### config.mk
export PLATFORM = sky130hd
export DESIGN_NAME = bg_fetch_sched_flat
export DESIGN_NICKNAME = d
export VERILOG_FILES = /design/src/rtl/bg_fetch_sched_if.sv /design/src/rtl/bg_fetch_sched.sv /design/src/flat_wrapper.sv
export SDC_FILE = /design/constraint.sdc
export NUM_CORES = 1
export LEC_CHECK = 0
export CAP_MARGIN = 20
export CORE_ASPECT_RATIO = 0.8
export CORE_MARGIN = 1
export CORE_UTILIZATION = 43
export CTS_CLUSTER_DIAMETER = 200
export CTS_CLUSTER_SIZE = 14
export DETAILED_ROUTE_END_ITERATION = 8
export GPL_TIMING_DRIVEN = 0
export PLACE_DENSITY_LB_ADDON = 0.05
export SYNTH_ARGS = -nofsm -noshare
export SYNTH_HDL_FRONTEND = slang
export SYNTH_SLANG_ARGS = --single-unit
### constraint.sdc
create_clock -name clk -period 2.85 [get_ports clk]
set_input_delay 0.4275 -clock clk [delete_from_list [all_inputs] [get_ports clk]]
set_output_delay 0.4275 -clock clk [all_outputs]
set_load 0.02 [all_outputs]
### src/rtl/bg_fetch_sched_if.sv
// ----------------------------------------------------------------------------
// bg_fetch_sched_if
// Shared PPU memory read port used by the background fetch scheduler.
//   bus_addr  14  PPU address of the current fetch (driven by master)
//   bus_rd     1  read request; data returns on bus_data at next clk_en edge
//   bus_data   8  read data (driven by slave / memory)
// Modports: master = scheduler side, slave = memory side.
// ----------------------------------------------------------------------------
interface bg_fetch_sched_if;
    logic [13:0] bus_addr;
    logic        bus_rd;
    logic [7:0]  bus_data;

    modport master (output bus_addr, output bus_rd, input bus_data);
    modport slave  (input bus_addr, input bus_rd, output bus_data);
endinterface

### src/rtl/bg_fetch_sched.sv
// ----------------------------------------------------------------------------
// bg_fetch_sched
// Background fetch scheduler for the PPU. Owns the shared PPU memory read
// port, sequences NT -> AT -> PT-lo -> PT-hi fetches (one tile per 8 dots),
// emits the vAddr scroll strobes and delivers completed tile records.
//
// Ports
//   clk, rst_n           clock, asynchronous active-low reset
//   clk_en               PPU dot enable; all state advances only when high
//   render_en            background rendering enabled
//   sl_row, sl_col       current scanline / dot
//   vaddr                {fY, nt, cY, cX}
//   patt_tbl             background pattern table select
//   bus                  memory read port (bg_fetch_sched_if.master)
//   tile_nt/attr/lo/hi   latched tile record
//   tile_valid           pulse: tile record complete
//   h_inc, v_inc         pulses: increment coarse X / fine+coarse Y
//   h_copy, v_copy       pulses: copy horizontal / vertical bits from t
//
// Build option
//   BG_DUMMY_NT_FETCH_EN  when defined, dots 337 and 339 issue discarded
//                         nametable reads (for mappers that count NT reads).
//
// All pulses are registered on the clk_en edge that closes the dot which
// generates them, so they are visible during the following dot.
// ----------------------------------------------------------------------------
module bg_fetch_sched #(
    parameter logic [8:0]  PRERENDER_ROW = 9'h1FF,
    parameter int unsigned VIS_ROWS      = 240
) (
    input  logic                    clk,
    input  logic                    rst_n,
    input  logic                    clk_en,
    input  logic                    render_en,
    input  logic [8:0]              sl_row,
    input  logic [8:0]              sl_col,
    input  logic [14:0]             vaddr,
    input  logic                    patt_tbl,
    bg_fetch_sched_if.master        bus,
    output logic [7:0]              tile_nt,
    output logic [1:0]              tile_attr,
    output logic [7:0]              tile_lo,
    output logic [7:0]              tile_hi,
    output logic                    tile_valid,
    output logic                    h_inc,
    output logic                    v_inc,
    output logic                    h_copy,
    output logic                    v_copy
);

    typedef enum logic [3:0] {
        IDLE, NT_A, NT_D, AT_A, AT_D, LO_A, LO_D, HI_A, HI_D
    } state_t;

    localparam logic [8:0] VIS_ROWS_W = VIS_ROWS[8:0];

    function automatic logic col_in_win(input logic [8:0] c);
        return ((c >= 9'd1) && (c <= 9'd256)) || ((c >= 9'd321) && (c <= 9'd336));
    endfunction

    state_t     state_q, state_d;
    logic [7:0] tile_nt_q, tile_nt_d, tile_lo_q, tile_lo_d, tile_hi_q, tile_hi_d;
    logic [1:0] tile_attr_q, tile_attr_d;
    logic       tile_valid_q, tile_valid_d, h_inc_q, h_inc_d, v_inc_q, v_inc_d;
    logic       h_copy_q, h_copy_d, v_copy_q, v_copy_d;
    logic       row_ok, cur_win, next_win, dummy_rd;
    logic [8:0] next_col;
    logic [1:0] attr_sel;
    logic [13:0] nt_addr, at_addr, lo_addr, hi_addr;

    assign row_ok   = (sl_row < VIS_ROWS_W) || (sl_row == PRERENDER_ROW);
    assign next_col = sl_col + 9'd1;
    assign cur_win  = render_en && row_ok && col_in_win(sl_col);
    // The FSM looks one dot ahead so a fetch state always lines up with
    // the dot it serves; leaving the window drops straight back to IDLE.
    assign next_win = render_en && row_ok && col_in_win(next_col);

    assign nt_addr = 14'h2000 | {2'b00, vaddr[11:0]};
    assign at_addr = 14'h23C0 | {2'b00, vaddr[11:10], 4'b0000, vaddr[9:7], vaddr[4:2]};
    assign lo_addr = {1'b0, patt_tbl, tile_nt_q, 1'b0, vaddr[14:12]};
    assign hi_addr = lo_addr | 14'd8;

    // Quadrant select: shift by {cY[1], cX[1], 0} and keep two bits.
    always_comb begin
        case ({vaddr[6], vaddr[1]})
            2'b00:   attr_sel = bus.bus_data[1:0];
            2'b01:   attr_sel = bus.bus_data[3:2];
            2'b10:   attr_sel = bus.bus_data[5:4];
            default: attr_sel = bus.bus_data[7:6];
        endcase
    end

    // NOTE: every signal written here gets a default first so no path can
    // leave it unassigned and infer a latch; the defaults mean "hold".
    always_comb begin
        state_d      = state_q;
        tile_nt_d    = tile_nt_q;
        tile_attr_d  = tile_attr_q;
        tile_lo_d    = tile_lo_q;
        tile_hi_d    = tile_hi_q;
        tile_valid_d = 1'b0;
        h_inc_d      = 1'b0;
        v_inc_d      = 1'b0;
        h_copy_d     = 1'b0;
        v_copy_d     = 1'b0;
        if (clk_en) begin
            if (!next_win) begin
                state_d = IDLE;
            end else begin
                case (state_q)
                    // Only start on a tile boundary (dots 1, 9, ..., 321, 329)
                    // so tiles stay aligned after a mid-row enable or reset.
                    IDLE:    state_d = (next_col[2:0] == 3'd1) ? NT_A : IDLE;
                    NT_A:    state_d = NT_D;
                    NT_D:    state_d = AT_A;
                    AT_A:    state_d = AT_D;
                    AT_D:    state_d = LO_A;
                    LO_A:    state_d = LO_D;
                    LO_D:    state_d = HI_A;
                    HI_A:    state_d = HI_D;
                    default: state_d = NT_A;
                endcase
            end
            if (cur_win) begin
                case (state_q)
                    NT_D: tile_nt_d   = bus.bus_data;
                    AT_D: tile_attr_d = attr_sel;
                    LO_D: tile_lo_d   = bus.bus_data;
                    HI_D: begin
                        tile_hi_d    = bus.bus_data;
                        tile_valid_d = 1'b1;
                        h_inc_d      = 1'b1;
                    end
                    default: ;
                endcase
            end
            v_inc_d  = render_en && row_ok && (sl_col == 9'd256);
            h_copy_d = render_en && row_ok && (sl_col == 9'd257);
            v_copy_d = render_en && (sl_row == PRERENDER_ROW)
                       && (sl_col >= 9'd280) && (sl_col <= 9'd304);
        end
    end

`ifdef BG_DUMMY_NT_FETCH_EN
    logic dummy_rd_q, dummy_rd_d;

    always_comb begin
        dummy_rd_d = dummy_rd_q;
        if (clk_en) begin
            dummy_rd_d = render_en && row_ok
                         && ((next_col == 9'd337) || (next_col == 9'd339));
        end
    end

    always_ff @(posedge clk or negedge rst_n) begin
        if (!rst_n) dummy_rd_q <= 1'b0;
        else        dummy_rd_q <= dummy_rd_d;
    end

    assign dummy_rd = dummy_rd_q && render_en;
`else
    assign dummy_rd = 1'b0;
`endif

    // Bus outputs decode from the registered state, so reset clears them
    // immediately; the current-dot window gate suppresses the last dot of a
    // fetch when render_en drops.
    always_comb begin
        bus.bus_rd   = 1'b0;
        bus.bus_addr = 14'h0000;
        if (cur_win) begin
            case (state_q)
                NT_A: begin bus.bus_rd = 1'b1; bus.bus_addr = nt_addr; end
                AT_A: begin bus.bus_rd = 1'b1; bus.bus_addr = at_addr; end
                LO_A: begin bus.bus_rd = 1'b1; bus.bus_addr = lo_addr; end
                HI_A: begin bus.bus_rd = 1'b1; bus.bus_addr = hi_addr; end
                default: ;
            endcase
        end
        if (dummy_rd) begin
            bus.bus_rd   = 1'b1;
            bus.bus_addr = nt_addr;
        end
    end

    // NOTE: sequential state uses non-blocking assignments so every flop
    // samples the pre-edge values regardless of statement order.
    always_ff @(posedge clk or negedge rst_n) begin
        if (!rst_n) begin
            state_q      <= IDLE;
            tile_nt_q    <= 8'h00;
            tile_attr_q  <= 2'b00;
            tile_lo_q    <= 8'h00;
            tile_hi_q    <= 8'h00;
            tile_valid_q <= 1'b0;
            h_inc_q      <= 1'b0;
            v_inc_q      <= 1'b0;
            h_copy_q     <= 1'b0;
            v_copy_q     <= 1'b0;
        end else begin
            state_q      <= state_d;
            tile_nt_q    <= tile_nt_d;
            tile_attr_q  <= tile_attr_d;
            tile_lo_q    <= tile_lo_d;
            tile_hi_q    <= tile_hi_d;
            tile_valid_q <= tile_valid_d;
            h_inc_q      <= h_inc_d;
            v_inc_q      <= v_inc_d;
            h_copy_q     <= h_copy_d;
            v_copy_q     <= v_copy_d;
        end
    end

    assign tile_nt    = tile_nt_q;
    assign tile_attr  = tile_attr_q;
    assign tile_lo    = tile_lo_q;
    assign tile_hi    = tile_hi_q;
    assign tile_valid = tile_valid_q;
    assign h_inc      = h_inc_q;
    assign v_inc      = v_inc_q;
    assign h_copy     = h_copy_q;
    assign v_copy     = v_copy_q;

endmodule

### src/flat_wrapper.sv
// flat-port wrapper written by rule: the top's interface ports become plain ports
module bg_fetch_sched_flat 
#(
    parameter logic [8:0]  PRERENDER_ROW = 9'h1FF,
    parameter int unsigned VIS_ROWS      = 240
)
  (clk, rst_n, clk_en, render_en, sl_row, sl_col, vaddr, patt_tbl, tile_nt, tile_attr, tile_lo, tile_hi, tile_valid, h_inc, v_inc, h_copy, v_copy, bus_bus_addr, bus_bus_rd, bus_bus_data);
  bg_fetch_sched_if bus_i ();
  input  logic clk;
  input  logic rst_n;
  input  logic clk_en;
  input  logic render_en;
  input  logic [8:0] sl_row;
  input  logic [8:0] sl_col;
  input  logic [14:0] vaddr;
  input  logic patt_tbl;
  output logic [7:0] tile_nt;
  output logic [1:0] tile_attr;
  output logic [7:0] tile_lo;
  output logic [7:0] tile_hi;
  output logic tile_valid;
  output logic h_inc;
  output logic v_inc;
  output logic h_copy;
  output logic v_copy;
  output wire logic [$bits(bus_i.bus_addr)-1:0] bus_bus_addr;
  output wire logic [$bits(bus_i.bus_rd)-1:0] bus_bus_rd;
  input wire logic [$bits(bus_i.bus_data)-1:0] bus_bus_data;
  assign bus_bus_addr = bus_i.bus_addr;
  assign bus_bus_rd = bus_i.bus_rd;
  assign bus_i.bus_data = bus_bus_data;
  bg_fetch_sched #(.PRERENDER_ROW(PRERENDER_ROW), .VIS_ROWS(VIS_ROWS)) u_core (.clk(clk), .rst_n(rst_n), .clk_en(clk_en), .render_en(render_en), .sl_row(sl_row), .sl_col(sl_col), .vaddr(vaddr), .patt_tbl(patt_tbl), .bus(bus_i), .tile_nt(tile_nt), .tile_attr(tile_attr), .tile_lo(tile_lo), .tile_hi(tile_hi), .tile_valid(tile_valid), .h_inc(h_inc), .v_inc(v_inc), .h_copy(h_copy), .v_copy(v_copy));
endmodule
==> flow_metrics.env, run 1 <==
export IMPL_status="complete, no violations"
export IMPL_synth_cells=217
export IMPL_layout_setup_ws_ns=0.009691
export IMPL_drv_cap=0
export IMPL_num_io_pins=92
export IMPL_cp_slowest_cell="or4_4"
export IMPL_detail_route_antenna_nets=0
export IMPL_clock_root_buffer="clkbuf_8"
export IMPL_r2r_start="u_core.state_q[0]"
export IMPL_core_area_sq_mm=0.004707
export IMPL_seq_power_share=0.466
export IMPL_synthFlopType="dfrtp_1"
export IMPL_synthArstFlopShare=1.000
export IMPL_synth_nets=267
export IMPL_drtIter0Drc=132
export IMPL_synth_edf_count=0
export IMPL_worstHoldPathType="input pin to async pin"
export IMPL_clk_pin_slew_ns=0.08
export IMPL_cts_tree="done"
export IMPL_cts_buffer_depth=2
export IMPL_grt_util_met3=0.06667
export IMPL_fp_dieW_microns=81.40
export IMPL_synth_area_sq_mm=0.002168
export IMPL_grt_pass1_vias=1925
export IMPL_drv_slew=0
export IMPL_hold_viol=0
export IMPL_pwr_share_comb=0.175
export IMPL_crit_path_cell_trace="buf_2, or4_4, or3_4, o2111ai_4, a21oi_2, nand3_4, inv_1, and3_1, buf_2"
export IMPL_antenna_found_initial=0
export IMPL_fmax_mhz=352.1
export IMPL_grt_use_met1=0.3782
export IMPL_grtUsageMet2=0.3750
export IMPL_place_gp_congestion=0.8573
export IMPL_yosysUniqueCellTypes=49
export IMPL_switching_share=0.2660
export IMPL_place_hpwl_microns=4734
export IMPL_overflow=0
export IMPL_detailedPlace_worstSlack_ns=-1.301
export IMPL_drive_above_1_share=0.2508
export IMPL_ir_worst_vdd_v=0.0002466
export IMPL_io_buffers=85
export IMPL_p_int_mw=0.7780
export IMPL_grt_busiest_layer="met1"
export IMPL_row_count=22
export IMPL_track_usage=0.2614
export IMPL_die_h_microns=65.52
export IMPL_endpoint_kind="output port"
export IMPL_numClockSinks=34
export IMPL_worstPathRequired_ns=2.42
export IMPL_clock_latency_ns=0.29
export IMPL_cpMostUsedCell="buf_2"
export IMPL_drt_total_wl_microns=6497
export IMPL_htree_levels=2
export IMPL_wl_per_cell_microns=17.33
export IMPL_ys_warn_count=0
export IMPL_slowest_delay_ns=0.54
export IMPL_setup_violations=0
export IMPL_ys_seq_elements=34
export IMPL_leakagePower_nw=1.405
export IMPL_cp_data_arrival_time_ns=2.41
export IMPL_hold_buffers=0
export IMPL_pwr_density_cell_mw_per_mm2=329.1
export IMPL_setup_tns_ns=0
export IMPL_cp_start_kind="input pin"
export IMPL_path_max_fanout=7
export IMPL_power_switching_mw=0.2819
export IMPL_fill_cells=407
export IMPL_numCtsBuffers=5
export IMPL_via_count=2101
export IMPL_grt_max_degree=35
export IMPL_rsz0062_at_grt="yes"
export IMPL_fin_skew_ns=0.008446
export IMPL_ys_seq_area_frac=0.3924
export IMPL_period_share=0.9966
export IMPL_rrSetupSlack_ns=0.69
export IMPL_pwr_share_clk=0.359
export IMPL_initial_core_util=0.4607
export IMPL_final_nets=364
export IMPL_avgSynthCellArea_sq_um=9.992
export IMPL_n_antenna_cell=0
export IMPL_post_route_drc_count=0
export IMPL_worst_pin_slew_ns=0.7765
export IMPL_crit_path_start="sl_col[2]"
export IMPL_drtPass1Iterations=4
export IMPL_crit_type="input pin to output port"
export IMPL_area_growth_pct=48.53
export IMPL_grt_pass1_wl_microns=10140
export IMPL_slew_headroom=0.4823
export IMPL_period_minus_slack_ns=2.840
export IMPL_dieArea_sq_mm=0.005333
export IMPL_via_per_inst=5.603
==> kinds of logic after synthesis <==
kind of cell / synth area share
AO/OA/AOI/OAI: 0.1414
buffers and inverters: 0.04904
XOR/XNOR: 0.008080
AND/OR/NAND/NOR: 0.2025
adder cells (fa/ha/maj): 0.02308
flip-flops: 0.3924
multiplexers: 0.1835
==> stage by stage <==
step	total power, mW	cell area (sq um)	util	hold slack (ns)	cells
3_3_place_gp	0.6816	3094	0.6574	0.4878	362
2_1_floorplan	0.5778	2168	-	0.1319	217
3_5_place_dp	0.6825	3089	0.6563	0.4915	362
5_1_grt	1.102	3221	0.6842	0.2763	375
4_1_cts	1.057	3174	0.6744	0.2435	374
6_report	1.060	3221	0.6842	0.2021	375
==> area by class of cell <==
cell class | instances | area (sq um) | share of cell area
buffer | 14 | 85.08 | 0.02642
tap | 60 | 75.07 | 0.02331
inverter | 9 | 33.78 | 0.01049
multi-input combinational | 160 | 1257 | 0.3904
sequential | 34 | 850.8 | 0.2642
clock inverter | 1 | 5.005 | 0.001554
timing repair buffer | 90 | 827.0 | 0.2568
clock buffer | 7 | 86.33 | 0.02681
==> Yosys cell counts (4+ instances only) <==
library cell,n,share of area
a22oi_1,5,0.017
and3_1,5,0.014
a221oi_1,4,0.016
o21ai_0,4,0.0092
nand2_1,18,0.031
nor2_1,17,0.029
mux2_4,8,0.055
nand2b_1,5,0.014
mux2_2,18,0.093
nor4_1,4,0.012
a21oi_1,13,0.030
nand3_1,9,0.021
inv_1,9,0.016
clkbuf_1,9,0.016
ha_1,4,0.023
dfrtp_1,34,0.39
or3_1,5,0.014
==> sequential cells by signal, summed over array words and instances (netlist names) <==
name,count
u_core.tile_hi,8
u_core.tile_lo,8
u_core.tile_nt,8
u_core.state_q,4
u_core.tile_attr,2
u_core.h_copy,1
u_core.tile_valid,1
u_core.v_copy,1
u_core.v_inc,1
==> power groups by stage <==
stage | sequential, mW | clock [mW] | combinational (mW)
2_1_floorplan | 0.510 | 0 | 0.0681
3_3_place_gp | 0.502 | 0 | 0.179
3_5_place_dp | 0.503 | 0 | 0.180
4_1_cts | 0.493 | 0.381 | 0.182
5_1_grt | 0.494 | 0.406 | 0.202
6_report | 0.493 | 0.381 | 0.186
==> placed cells by master (no fill, tap or decap), types with 2 or more instances in the layout <==
| master | synthesis | routed |
|---|---|---|
| mux2_4 | 8 | 8 |
| clkbuf_1 | 9 | 8 |
| inv_1 | 9 | 9 |
| buf_2 | 1 | 16 |
| o211ai_1 | 2 | 2 |
| and3_1 | 5 | 5 |
| a21oi_1 | 13 | 12 |
| mux4_2 | 2 | 2 |
| nand3_1 | 9 | 8 |
| clkbuf_8 | 0 | 7 |
| clkdlybuf4s50_1 | 0 | 66 |
| nor3_4 | 1 | 2 |
| or3_1 | 5 | 4 |
| nand4_1 | 3 | 3 |
| xor2_1 | 2 | 2 |
| nor4_1 | 4 | 4 |
| mux2i_1 | 3 | 3 |
| a311oi_1 | 2 | 2 |
| dfrtp_1 | 34 | 34 |
| o31ai_1 | 2 | 2 |
| buf_4 | 1 | 6 |
| mux2_2 | 18 | 18 |
| o22ai_1 | 3 | 3 |
| nor3_1 | 3 | 2 |
| ha_1 | 4 | 4 |
| o21ai_0 | 4 | 4 |
| buf_6 | 2 | 3 |
| nand2b_1 | 5 | 5 |
| a22oi_1 | 5 | 5 |
| a221oi_1 | 4 | 4 |
| nor2_1 | 17 | 16 |
| nand2_1 | 18 | 18 |
==> worst paths after layout <==
kind / to / cells past startpoint
worst max-delay path: bus_bus_addr[12] / 9
worst min-delay path: u_core.v_copy / 1
worst max register to register: u_core.tile_nt[6] / 7
worst min register to register: u_core.tile_lo[7] / 1
max in group asynchronous: u_core.tile_lo[7] / 1
min in group clk: u_core.h_copy / 3
==> timing repair <==
action / 4_1_cts / 5_1_grt
gates cloned: 1 / 0
resized for setup: 76 / 15
pin swaps: 2 / 5
endpoints found under the setup margin: 43 / 24
buffers inserted: 3 / 1
==> metal layers <==
metal / wire [microns] / up-vias / share of wire
met1: 2909 / 989 / 0.45
met4: 78 / 0 / 0.012
met5: 0 / - / 0
met3: 635 / 7 / 0.098
met2: 2872 / 103 / 0.44
li1: - / 1002 / -
==> critical path: cells and delay by family <==
family,cells,cell delay [ns]
AND/OR/NAND/NOR,4,1.30
AO/OA/AOI/OAI,2,0.33
buffers and inverters,3,0.36
(Power assumes the default switching activity.)
==> inputs of run 2 (changes only) <==
--- a/config.mk
+++ b/config.mk
@@ -5,7 +5,7 @@
 export SDC_FILE = /design/constraint.sdc
 export NUM_CORES = 1
 export LEC_CHECK = 0
-export CAP_MARGIN = 20
+export CAP_MARGIN = 0
 export CORE_ASPECT_RATIO = 0.8
 export CORE_MARGIN = 1
 export CORE_UTILIZATION = 43
@@ -14,6 +14,7 @@
 export DETAILED_ROUTE_END_ITERATION = 8
 export GPL_TIMING_DRIVEN = 0
 export PLACE_DENSITY_LB_ADDON = 0.05
+export REMOVE_ABC_BUFFERS = 1
 export SYNTH_ARGS = -nofsm -noshare
 export SYNTH_HDL_FRONTEND = slang
 export SYNTH_SLANG_ARGS = --single-unit
==> run 2 against run 1 <==
  * Routed wire length shrank 3.0%
  * First-iteration DRC count shrank 26%
  * Die area unchanged
  * Global-route usage is 1.0 points lower
  * Worst setup slack better by 0.046 ns
  * Fmax is 1.7% higher
  * Total power is 16% higher
  * Critical endpoint is now u_core.tile_nt[2]
  * Critical path depth stayed put
  * Register-to-register slack improved by 0.07 ns
  * Clock power increased by 44%
  * Sequential power barely moved
==> flow_metrics.env, run 2 (same netlist as run 1, synthesis figures left out) <==
export IMPL_r2r_start="u_core.state_q[0]"
export IMPL_placed_area_sq_mm=0.003077
export IMPL_mostFrequentLayoutCells="clkdlybuf4s50_1 (69), dfrtp_1 (34), nand2_1 (18), mux2_2 (18), nor2_1 (17)"
export IMPL_drv_cap=0
export IMPL_drv_slew=0
export IMPL_overflow=0
export IMPL_drtIter0Drc=98
export IMPL_initial_core_util=0.4607
export IMPL_area_growth_pct=50.84
export IMPL_ir_worst_vdd_v=0.0002808
export IMPL_io_buffers=91
export IMPL_r2r_end="u_core.tile_nt[2]"
export IMPL_numClockSinks=34
export IMPL_dieArea_sq_mm=0.005333
export IMPL_n_antenna_cell=0
export IMPL_clock_latency_ns=0.29
export IMPL_cp_data_arrival_time_ns=2.98
export IMPL_slowest_delay_ns=0.58
export IMPL_fmax_mhz=357.9
export IMPL_pwr_share_clk=0.444
export IMPL_dp_cells=354
export IMPL_drive_above_1_share=0.2500
export IMPL_mostFrequentLayoutCell="clkdlybuf4s50_1"
export IMPL_crit_path_cell_trace="clkdlybuf4s50_1, nor2_1, o2111ai_4, buf_4, a2111oi_4, nand2_2, nor3_4, buf_12, mux2_2"
export IMPL_num_io_pins=92
export IMPL_switching_share=0.2389
export IMPL_crit_family="buffers and inverters"
export IMPL_clock_root_buffer="clkbuf_8"
export IMPL_final_nets=357
export IMPL_status="complete, no violations"
export IMPL_row_count=22
export IMPL_period_share=0.9803
export IMPL_cts_buffer_depth=2
export IMPL_detailedPlace_worstSlack_ns=-1.408
export IMPL_layout_setup_ws_ns=0.05610
export IMPL_antenna_found_initial=0
export IMPL_reg2regPathDepth=7
export IMPL_hold_viol=0
export IMPL_finalNonFillerCells=368
export IMPL_detail_route_antenna_nets=0
export IMPL_seq_power_share=0.401
export IMPL_drtPass1Iterations=5
export IMPL_post_route_drc_count=0
export IMPL_endpoint_kind="flip-flop"
export IMPL_path_max_fanout=9
export IMPL_clk_pin_slew_ns=0.08
export IMPL_grt_pass1_vias=1965
export IMPL_place_hpwl_microns=4622
export IMPL_fp_dieW_microns=81.40
export IMPL_p_int_mw=0.9374
export IMPL_slew_headroom=0.4779
export IMPL_pwr_density_cell_mw_per_mm2=376.6
export IMPL_worstPathBufferInverterCount=3
export IMPL_worst_pin_slew_ns=0.7831
export IMPL_rsz0062_at_grt="yes"
export IMPL_worstHoldPathType="input pin to async pin"
export IMPL_via_count=2068
export IMPL_grt_max_degree=35
export IMPL_fin_skew_ns=0.005671
export IMPL_period_minus_slack_ns=2.794
export IMPL_die_h_microns=65.52
export IMPL_htree_levels=2
export IMPL_track_usage=0.2513
export IMPL_power_switching_mw=0.2943
export IMPL_total_power_mw=1.232
export IMPL_place_gp_congestion=0.8617
export IMPL_core_area_sq_mm=0.004707
export IMPL_numCtsBuffers=5
export IMPL_cp_start_kind="input pin"
export IMPL_grt_pass1_wl_microns=9853
export IMPL_cts_tree="done"
export IMPL_wl_per_cell_microns=17.12
export IMPL_crit_type="input pin to flip-flop"
export IMPL_fin_area_sq_mm=0.003271
export IMPL_finish_utilization=0.6948
export IMPL_via_per_inst=5.620
export IMPL_cp_slowest_cell="clkdlybuf4s50_1"
export IMPL_drt_total_wl_microns=6299
export IMPL_pwr_share_comb=0.155
export IMPL_rrSetupSlack_ns=0.76
export IMPL_worstPathRequired_ns=3.03
export IMPL_setup_violations=0
export IMPL_leakagePower_nw=1.429
==> run 2: final cells by class <==
| type | instances | area [sq um] |
|---|---|---|
| clock buffers | 5 | 68.82 |
| clock inverters | 3 | 68.82 |
| inverters | 9 | 33.78 |
| flip-flops and latches | 34 | 850.8 |
| well taps | 60 | 75.07 |
| repair buffers | 97 | 908.4 |
| fillers | 377 | 1436 |
| multi-input cells | 160 | 1265 |
==> run 2: power groups by stage <==
| stage | clock network (mW) | logic, mW | registers (mW) |
|---|---|---|---|
| detailed placement | 0 | 0.184 | 0.503 |
| global placement | 0 | 0.182 | 0.503 |
| floorplan | 0 | 0.0560 | 0.510 |
| CTS | 0.554 | 0.188 | 0.494 |
| global route | 0.575 | 0.204 | 0.495 |
| finish | 0.547 | 0.191 | 0.494 |
==> run 2: worst max path at each step <==
| stage | startpoint | endpoint | slack [ns] | cells past startpoint |
|---|---|---|---|---|
| 6_report | sl_col[5] | u_core.tile_nt[2] | 0.06 | 9 |
| 5_1_grt | sl_col[1] | u_core.tile_nt[1] | -0.04 | 11 |
| 3_3_place_gp | sl_col[0] | bus_bus_addr[12] | -1.39 | 9 |
| 2_1_floorplan | sl_col[0] | bus_bus_addr[12] | -0.05 | 7 |
| 3_5_place_dp | sl_col[0] | bus_bus_addr[12] | -1.41 | 9 |
| 4_1_cts | sl_col[2] | bus_bus_addr[5] | -0.006 | 9 |
==> run 2: per-stage QoR <==
stage	hold WS [ns]	setup TNS [ns]
6_report	0.1992	0
2_1_floorplan	0.1319	-0.05450
4_1_cts	0.2356	-0.006369
3_3_place_gp	0.4870	-33.69
5_1_grt	0.2702	-0.3280
3_5_place_dp	0.4924	-34.79
==> run 2: what timing repair did <==
| action | 4_1_cts | 5_1_grt |
|---|---|---|
| endpoints found under the setup margin | 44 | 32 |
| hold buffers | 0 | 0 |
| pin swaps | 2 | 2 |
| gates resized for setup | 82 | 10 |
| setup buffers | 3 | 3 |
==> run 2: metal layers <==
| metal | share of wire | GRT usage | vias up |
|---|---|---|---|
| met5 | 0 | 0 | - |
| met4 | 0.0094 | 0.08036 | 0 |
| met3 | 0.081 | 0.05694 | 5 |
| met2 | 0.44 | 0.3729 | 79 |
| met1 | 0.47 | 0.3588 | 1005 |
| li1 | - | - | 979 |
==> inputs of run 3 (changes only) <==
--- a/config.mk
+++ b/config.mk
@@ -8,7 +8,7 @@
 export CAP_MARGIN = 0
 export CORE_ASPECT_RATIO = 0.8
 export CORE_MARGIN = 1
-export CORE_UTILIZATION = 43
+export CORE_UTILIZATION = 39
 export CTS_CLUSTER_DIAMETER = 200
 export CTS_CLUSTER_SIZE = 14
 export DETAILED_ROUTE_END_ITERATION = 8
==> constraint.sdc (replaced) <==
create_clock -name clk -period 2.5 [get_ports clk]
set_input_delay 0.375 -clock clk [delete_from_list [all_inputs] [get_ports clk]]
set_output_delay 0.375 -clock clk [all_outputs]
set_load 0.02 [all_outputs]
==> run 3 against run 2 <==
  * The flow now finishes with violations (negative setup slack)
  * Sequential power increased by 14%
  * Global-route usage fell by 1.8 points
  * Count of clock-buffer cells in the layout is 2 higher
  * Clock power is 23% lower
  * Worst hold slack worse by 0.037 ns
  * Die area up 10%
  * Final area up 5.2%
  * Combinational power up 23%
  * Worst setup slack got worse by 0.22 ns
  * Via count up 3.2%
  * Critical path type unchanged
  * Largest power group is now sequential cells
==> flow_metrics.env, run 3 (same netlist as run 1, synthesis figures left out) <==
export IMPL_worstPathBufferInverterCount=5
export IMPL_r2r_end="u_core.tile_hi[6]"
export IMPL_finish_utilization=0.6645
export IMPL_n_antenna_cell=0
export IMPL_drive_above_1_share=0.3281
export IMPL_area_growth_pct=58.74
export IMPL_grt_max_degree=35
export IMPL_mostFrequentLayoutCells="clkdlybuf4s50_1 (67), dfrtp_1 (33), nand2_1 (18), mux2_2 (18), buf_6 (14)"
export IMPL_setup_violations=41
export IMPL_violations="negative setup slack"
export IMPL_detail_route_antenna_nets=0
export IMPL_setup_tns_ns=-4.254
export IMPL_fill_cells=431
export IMPL_reg2regPathDepth=6
export IMPL_fp_dieW_microns=85.37
export IMPL_track_usage=0.2331
export IMPL_dieArea_sq_mm=0.005864
export IMPL_grt_pass1_vias=1962
export IMPL_placed_area_sq_mm=0.003079
export IMPL_place_gp_congestion=0.8327
export IMPL_switching_share=0.2598
export IMPL_worstHoldPathType="input pin to async pin"
export IMPL_slowest_delay_ns=0.55
export IMPL_place_hpwl_microns=4677
export IMPL_clock_latency_ns=0.28
export IMPL_row_count=23
export IMPL_layout_setup_ws_ns=-0.1635
export IMPL_cts_buffer_depth=2
export IMPL_drtIter0Drc=87
export IMPL_htree_levels=2
export IMPL_dp_cells=356
export IMPL_detailedPlace_worstSlack_ns=-1.649
export IMPL_worst_pin_slew_ns=0.7767
export IMPL_crit_family="simple AND/OR/NAND/NOR gates"
export IMPL_rsz0062_at_grt="yes"
export IMPL_drt_total_wl_microns=6781
export IMPL_cp_data_arrival_time_ns=2.83
export IMPL_status="complete, but fails checks"
export IMPL_slew_headroom=0.4822
export IMPL_die_h_microns=68.69
export IMPL_p_int_mw=0.9017
export IMPL_numClockSinks=34
export IMPL_period_share=1.065
export IMPL_clock_root_buffer="clkbuf_8"
export IMPL_overflow=0
export IMPL_initial_core_util=0.4186
export IMPL_path_max_fanout=5
export IMPL_leakagePower_nw=1.447
export IMPL_crit_path_cell_trace="buf_12, or4_4, buf_6, o21ai_2, o2111ai_4, buf_4, buf_6, a2111oi_4, buf_4, and3_4, mux2_4"
export IMPL_via_count=2135
export IMPL_fmax_mhz=375.4
export IMPL_fin_area_sq_mm=0.003442
export IMPL_cts_tree="done"
export IMPL_period_minus_slack_ns=2.664
export IMPL_fin_skew_ns=0.003882
export IMPL_antenna_found_initial=0
export IMPL_num_io_pins=92
export IMPL_clk_pin_slew_ns=0.07
export IMPL_core_area_sq_mm=0.005180
export IMPL_r2r_start="u_core.state_q[0]"
export IMPL_drv_slew=0
export IMPL_final_nets=366
export IMPL_pwr_share_comb=0.192
export IMPL_mostFrequentLayoutCell="clkdlybuf4s50_1"
export IMPL_finalNonFillerCells=379
export IMPL_via_per_inst=5.633
export IMPL_pwr_share_clk=0.346
export IMPL_hold_viol=0
export IMPL_grt_pass1_wl_microns=10220
export IMPL_power_switching_mw=0.3165
export IMPL_numCtsBuffers=5
export IMPL_cp_start_kind="input pin"
export IMPL_cp_slowest_cell="or4_4"
export IMPL_total_power_mw=1.218
export IMPL_worstPathRequired_ns=2.66
export IMPL_drv_cap=0
export IMPL_wl_per_cell_microns=17.89
export IMPL_endpoint_kind="flip-flop"
export IMPL_post_route_drc_count=0
export IMPL_drtPass1Iterations=4
export IMPL_io_buffers=91
export IMPL_seq_power_share=0.462
export IMPL_crit_type="input pin to flip-flop"
export IMPL_rrSetupSlack_ns=0.44
export IMPL_pwr_density_cell_mw_per_mm2=353.9
export IMPL_holdWs_ns=0.1624
export IMPL_ir_worst_vdd_v=0.0004091
run 3: changes by cell type in the layout (fill, tap and decap cells not counted), sizes merged, moves of 2 or more:
| cell | change |
|---|---|
| clkbuf | +2 |
| clkdlybuf4s15 | -2 |
| clkdlybuf4s50 | -2 |
| dlygate4sd2 | +3 |
| buf | +10 |
| bufinv | -2 |
run 3: final cells by class:
class	count	area, sq um	share of cell area
Clock inverter	1	5.005	0.001454
Multi-Input combinational cell	161	1355	0.3937
Clock buffer	7	86.33	0.02508
Sequential cell	34	852.1	0.2475
Timing Repair Buffer	105	1032	0.2999
Tap cell	62	77.57	0.02254
Inverter	9	33.78	0.009815
run 3: power by group through the flow:
stage | clock (mW) | sequential (mW) | combinational, mW
2_1_floorplan | 0 | 0.581 | 0.0639
3_3_place_gp | 0 | 0.573 | 0.209
3_5_place_dp | 0 | 0.573 | 0.210
4_1_cts | 0.424 | 0.563 | 0.224
5_1_grt | 0.453 | 0.564 | 0.252
6_report | 0.421 | 0.563 | 0.234
run 3: worst reg2reg max path, cell delays in order (launching register included):
cell and delay (ns):
dfrtp_1 0.49, inv_1 0.17, nand2_1 0.11, a2111oi_4 0.36
buf_4 0.21, and3_4 0.28, mux2_4 0.31
run 3: repair_timing:
| item | in CTS | in global routing |
|---|---|---|
| hold buffers | 0 | 0 |
| setup buffers | 9 | 5 |
| gates cloned | 0 | 1 |
| pin swaps | 13 | 13 |
| setup endpoints to repair | 46 | 43 |
| resized for setup | 126 | 22 |
run 3: metal layers:
layer  vias up  wire [microns]  GRT usage
li1       1002               -          -
met4         0              38    0.03750
met3         4             468    0.06429
met1      1046            3149     0.3353
met5         -               0          0
met2        83            3124     0.3579
run 3: worst max path at each step:
stage	start	endpoint	slack [ns]	depth (start not counted)
after floorplan	sl_col[0]	bus_bus_addr[12]	-0.30	7
after CTS	sl_col[0]	bus_bus_addr[1]	-0.12	9
after detailed placement	sl_col[0]	bus_bus_addr[12]	-1.65	9
final	sl_col[0]	u_core.tile_hi[6]	-0.16	11
after global placement	sl_col[0]	bus_bus_addr[12]	-1.62	9
after global routing	sl_col[0]	u_core.tile_hi[2]	-0.22	11
